## src/rtl/cf_math_pkg.sv

```systemverilog
// Shared math helpers for the common-cells style blocks.
// idx_width(n) gives the index width needed to address n entries (min 1 bit).
package cf_math_pkg;

  function automatic int unsigned idx_width(input int unsigned n);
    return (n > 1) ? $clog2(n) : 1;
  endfunction

endpackage

```

## src/rtl/wrap_counter.sv

```systemverilog
// Modulo-Max counter used for the FIFO read and write pointers.
// Counts 0..Max-1 and wraps to 0; a clear always wins over an increment.
module wrap_counter
  import cf_math_pkg::*;
#(
  parameter int unsigned Max = 4,
  localparam int unsigned W = idx_width(Max)
) (
  input  logic         clk_i,
  input  logic         rst_ni,
  input  logic         clear_i,
  input  logic         en_i,
  output logic [W-1:0] q_o
);

  logic [W-1:0] q_d, q_q;

  // Next count: clear, wrap at Max-1, or plain increment.
  always_comb begin
    q_d = q_q;
    if (clear_i) begin
      q_d = '0;
    end else if (en_i) begin
      if (q_q == W'(Max - 1)) begin
        q_d = '0;
      end else begin
        q_d = q_q + W'(1);
      end
    end
  end

  // Counter register.
  always_ff @(posedge clk_i or negedge rst_ni) begin
    if (!rst_ni) begin
      q_q <= '0;
    end else begin
      q_q <= q_d;
    end
  end

  assign q_o = q_q;

endmodule

```

## src/rtl/stream_fifo_flushable.sv

```systemverilog
// Flushable ready/valid FIFO with registered outputs and no fall-through.
// Storage is a flop array addressed by two wrap_counter pointers plus an
// occupancy counter, so any Depth >= 2 works (not only powers of two).
// flush_i empties the FIFO in one cycle without touching memory contents.
// Optional macro COMMON_CELLS_FIFO_FLUSH_GUARD_EN: when defined, ready_o is
// held low during flush so no upstream beat is lost; when undefined, a beat
// offered during flush handshakes and is dropped (a sim warning flags it).
//
// Handshake: a beat moves on a rising edge where valid and ready are both
// high; once valid_o is high, valid_o and data_o hold until popped or flushed.
module stream_fifo_flushable
  import cf_math_pkg::*;
#(
  parameter type T = logic,
  parameter int unsigned Depth = 4,
  localparam int unsigned PtrW = idx_width(Depth),
  localparam int unsigned CntW = $clog2(Depth + 1)
) (
  input  logic            clk_i,
  input  logic            rst_ni,
  input  logic            flush_i,
  input  logic            valid_i,
  output logic            ready_o,
  input  T                data_i,
  output logic            valid_o,
  input  logic            ready_i,
  output T                data_o,
  output logic [CntW-1:0] usage_o
);

  logic [PtrW-1:0] wptr, rptr;
  logic [CntW-1:0] cnt_d, cnt_q;
  T                mem_d [Depth];
  T                mem_q [Depth];
  logic            push, pop;
  logic            not_full;

  assign not_full = (cnt_q != CntW'(Depth));

`ifdef COMMON_CELLS_FIFO_FLUSH_GUARD_EN
  assign ready_o = not_full && !flush_i;
`else
  assign ready_o = not_full;
`endif

  assign valid_o = (cnt_q != '0);
  assign data_o  = mem_q[rptr];
  assign usage_o = cnt_q;

  // Transfers that actually change state; a flush cancels both.
  assign push = valid_i && ready_o && !flush_i;
  assign pop  = valid_o && ready_i && !flush_i;

  wrap_counter #(.Max(Depth)) u_wptr (
    .clk_i   (clk_i),
    .rst_ni  (rst_ni),
    .clear_i (flush_i),
    .en_i    (push),
    .q_o     (wptr)
  );

  wrap_counter #(.Max(Depth)) u_rptr (
    .clk_i   (clk_i),
    .rst_ni  (rst_ni),
    .clear_i (flush_i),
    .en_i    (pop),
    .q_o     (rptr)
  );

  // Occupancy: flush empties, otherwise +push -pop.
  always_comb begin
    cnt_d = cnt_q;
    if (flush_i) begin
      cnt_d = '0;
    end else if (push && !pop) begin
      cnt_d = cnt_q + CntW'(1);
    end else if (pop && !push) begin
      cnt_d = cnt_q - CntW'(1);
    end
  end

  // Memory write: only the slot under the write pointer changes on a push.
  always_comb begin
    mem_d = mem_q;
    if (push) begin
      mem_d[wptr] = data_i;
    end
  end

  // State registers; reset also clears memory so data_o reads zero.
  always_ff @(posedge clk_i or negedge rst_ni) begin
    if (!rst_ni) begin
      cnt_q <= '0;
      for (int unsigned i = 0; i < Depth; i++) begin
        mem_q[i] <= '0;
      end
    end else begin
      cnt_q <= cnt_d;
      mem_q <= mem_d;
    end
  end

`ifndef COMMON_CELLS_FIFO_FLUSH_GUARD_EN
`ifndef SYNTHESIS
  // Upstream must not offer a beat during flush; such a beat is discarded.
  flush_valid_warn : assert property (
    @(posedge clk_i) disable iff (!rst_ni) flush_i |-> !valid_i
  ) else $warning("stream_fifo_flushable: valid_i high during flush_i, beat discarded");
`endif
`endif

endmodule

```

## config.mk

```make
export PLATFORM = sky130hd
export DESIGN_NAME = stream_fifo_flushable
export DESIGN_NICKNAME = d
export VERILOG_FILES = /design/src/rtl/cf_math_pkg.sv /design/src/rtl/wrap_counter.sv /design/src/rtl/stream_fifo_flushable.sv
export SDC_FILE = /design/constraint.sdc
export NUM_CORES = 1
export LEC_CHECK = 0
export BUFFER_PORTS_ARGS = -buffer_cell sky130_fd_sc_hd__buf_2
export CAP_MARGIN = 10
export CELL_PAD_IN_SITES_DETAIL_PLACEMENT = 0
export CELL_PAD_IN_SITES_GLOBAL_PLACEMENT = 1
export CORE_UTILIZATION = 30
export CTS_BUF_LIST = sky130_fd_sc_hd__clkbuf_16
export DETAILED_ROUTE_END_ITERATION = 10
export PLACE_DENSITY = 0.62
export REMOVE_ABC_BUFFERS = 1
export SETUP_SLACK_MARGIN = 0.02
export SYNTH_ARGS = -nofsm -noshare
export SYNTH_HDL_FRONTEND = slang
export SYNTH_SLANG_ARGS = --single-unit
```

## constraint.sdc

```tcl
create_clock -name clk_i -period 4.15 [get_ports clk_i]
set_input_delay 1.0375 -clock clk_i [delete_from_list [all_inputs] [get_ports clk_i]]
set_output_delay 1.0375 -clock clk_i [all_outputs]
set_load 0.005 [all_outputs]
```

==> impl_results.md <==
- Critical path fanouts, max: 10
- Clock transition at path regs: 40 ps
- Row cnt: 17
- # setup viols final: 0
- Post-CTS Hold Fix Bufs: 0
- Final worst slack: 1618 ps
- Clock sinks: 11
- Synthesis-to-finish area growth: 19.90%
- Post-Route WL: 1.446 mm
- I/O pin count: 12
- DR pass1 iterations: 4
- First-pass GRT wire length: 2.346 mm
- Fmax: 394.9 MHz
- Leakage: 0.4098 nW
- R2R cell count: 7
- Initial DRC count: 8
- Slowest CP cell: dfrtp_1
- Crit Path Category: reg2reg
- Final worst hold slack: 482.9 ps
- R2R Setup Slk: 1620 ps
- Max rail drop VDD: 305.4 uV
- Inserted Diodes: 0
- Clk root buf: clkbuf_16
- GRT overflow: 0
- Max incr delay on CP: 550 ps
- Critical path origin: usage_o[2]
- Worst Max-Slew Pin Slew: 566.2 ps
- Post-synth EDFFs: 0
- Vias/cell: 4.956
- Hold Crit Class: reg2reg
- Dominant cells by area after synthesis: dfrtp_1 38%, ha_1 8.6%, mux2_1 6.2%, nand2_1 4.6%, mux2i_1 4.1%
- Layout Nets: 98
- Crit path capture type: register
- Asr flop ratio synth: 100.0%
- Routability cong.: 0.7361
- Max-slew headroom: 61.93%
- Fin crit share: 61.02%
- Post-DP HPWL: 1.066 mm
- Postcts setup bufs: 0
- Die X: 51.31 um
- Die span in y: 51.31 um
- Initial core utilization: 32.35%
- DR WL/cell: 12.80 um
- Total CTS buffers: 3
- R2r startpoint: usage_o[2]
- Post_cts resized: 0
- Largest family of logic cells by synthesized area: simple AND/OR/NAND/NOR gates
- Worst slack at placement: 1360 ps
- Gr usage total: 12.91%
- Area leader, netlist: dfrtp_1
- Synth Area in Simple Gates: 17.32%
- Total power: 513.9 uW
- Finished Cell Area: 874.6 um2
- Status: finished, final reports clean
- Buffers on Ports: 11
- CTS tree: yes
- Post-Synth XOR/XNOR Area: 2.401%
- Total Neg Setup Slack: 0 ps
- Tmin final: 2532 ps
- Remaining DRCs: 0
- Core box area: 2255 um2
- Post-synthesis cell area: 729.5 um2
- Adder-cell area share of the yosys netlist: 11.32%
- Crit path capture: usage_o[1]
- Layout cells sized above 1: 23.53%
- Initial antenna violation count: 0
- Post-synthesis mux area share: 13.38%
- Worst Skew: 3.411 ps
- #FFs+latches synth: 11
- ANT nets after route: 0
- Post-synthesis sequential area ratio: 37.74%
- DR vias: 560
- Ys Warns: 0
- Clk_lat worst skew: 240 ps
- Slew Limit Fails: 0
- Most frequently used flop master after synthesis: dfrtp_1
- Max_cap viols: 0
- Synth Area in Compound Gates: 12.01%
- Cells after synthesis: 74
- Yosys top cell area share: 37.74%
- Reg2Reg Capture Point: usage_o[1]
- Syn avg cell area: 9.857 um2
- Total Die Area: 2633 um2
- CP Launch Type: register
- Dpl cell area: 795.8 um2
- Vias in the first global route: 483
- H-tree levels: 1
- Largest net degree at the start of global routing: 13
- Clk buf depth: 2
- CP Data Arrival Time: 2680 ps
- Netlist cell types: 32
- RSZ-0062 raised after global routing: no
- Req. time, crit path: 4300 ps
- PwrDens: 587.5 nW/um2
- Final hold violation count: 0
- CP Cell Sequence: or3b_4, and3b_4, and2_2, fa_1, a311oi_1, o21ai_0, a211oi_1
-- Yosys cell counts (2+ instances only) --
| cell | number |
|---|---|
| nor3_1 | 2 |
| nor2_1 | 4 |
| mux2_1 | 4 |
| dfrtp_1 | 11 |
| mux2i_1 | 3 |
| a21oi_1 | 5 |
| nand2_1 | 9 |
| inv_1 | 5 |
| xnor2_1 | 2 |
| ha_1 | 5 |
| o21ai_0 | 2 |
| nand3_1 | 2 |
-- per-stage QoR --
| stage | util [%] | std cells |
|---|---|---|
| floorplan | - | 70 |
| global placement | 35.29 | 109 |
| detailed placement | 35.29 | 109 |
| CTS | 38.79 | 113 |
| global route | 38.79 | 113 |
| finish | 38.79 | 113 |
-- cell families (layout without fill, tap and decap cells) --
kind of cell    after synthesis  in the layout
flops                        11             11
mux                           8              8
xor+xnor                      2              2
buf+inv                       9             20
fa+ha+maj                     6              6
compound gates               14             14
simple gates                 24             24
-- area by class of cell --
type	count	area [um2]
Clock buffer	3	75.07
Clock inverter	1	3.754
Fill cell	231	1380
Inverter	5	18.77
Multi-Input combinational cell	54	411.6
Sequential cell	11	275.3
Tap cell	28	35.03
Timing Repair Buffer	11	55.05
-- sequential cells by signal, summed over array words and instances (netlist names) --
| name | flops |
|---|---|
| mem_q | 4 |
| u_wptr.q_o | 2 |
| u_rptr.q_o | 2 |
| usage_o | 3 |
-- power by group --
| group | leakage (nW) | switching (mW) | internal (mW) |
|---|---|---|---|
| sequential | 0.144 | 0.0354 | 0.137 |
| combinational | 0.224 | 0.0773 | 0.0908 |
| clock | 0.0423 | 0.0466 | 0.126 |
-- routing by layer --
| metal | share of wire (%) | track usage [%] | vias up |
|---|---|---|---|
| met5 | 0 | 0 | - |
| met4 | 3.3 | 10.81 | 0 |
| met3 | 3.0 | 2.679 | 4 |
| met2 | 42 | 17.11 | 9 |
| met1 | 51 | 17.55 | 266 |
| li1 | - | - | 281 |
-- cells in the final DEF (no fill, tap or decap), drive strengths merged, types with 2 or more instances in the layout --
master	Yosys	layout
nor3	2	2
mux2	4	4
inv	5	6
or3	2	2
o21ai	2	2
a21oi	5	5
nand2	10	10
nor2	4	4
dfrtp	11	11
nand3	2	2
mux2i	3	3
buf	3	11
xnor2	2	2
clkbuf	1	3
ha	5	5
-- critical path, delay by kind of cell, from the launching register on --
kind,cells,cell delay (ps)
AO/OA/AOI/OAI,3,570
adder cells (fa/ha/maj),1,450
flip-flops,1,550
AND/OR/NAND/NOR,3,860
-- worst min path at each step --
| stage | startpoint | end | slack (ps) | depth (start not counted) |
|---|---|---|---|---|
| floorplan | mem_q[1] | mem_q[1] | 460 | 1 |
| global placement | mem_q[3] | mem_q[3] | 470 | 1 |
| detailed placement | mem_q[3] | mem_q[3] | 480 | 1 |
| CTS | mem_q[3] | mem_q[3] | 490 | 1 |
| global route | mem_q[3] | mem_q[3] | 500 | 1 |
| finish | mem_q[3] | mem_q[3] | 480 | 1 |
(Power assumes the default switching activity.)
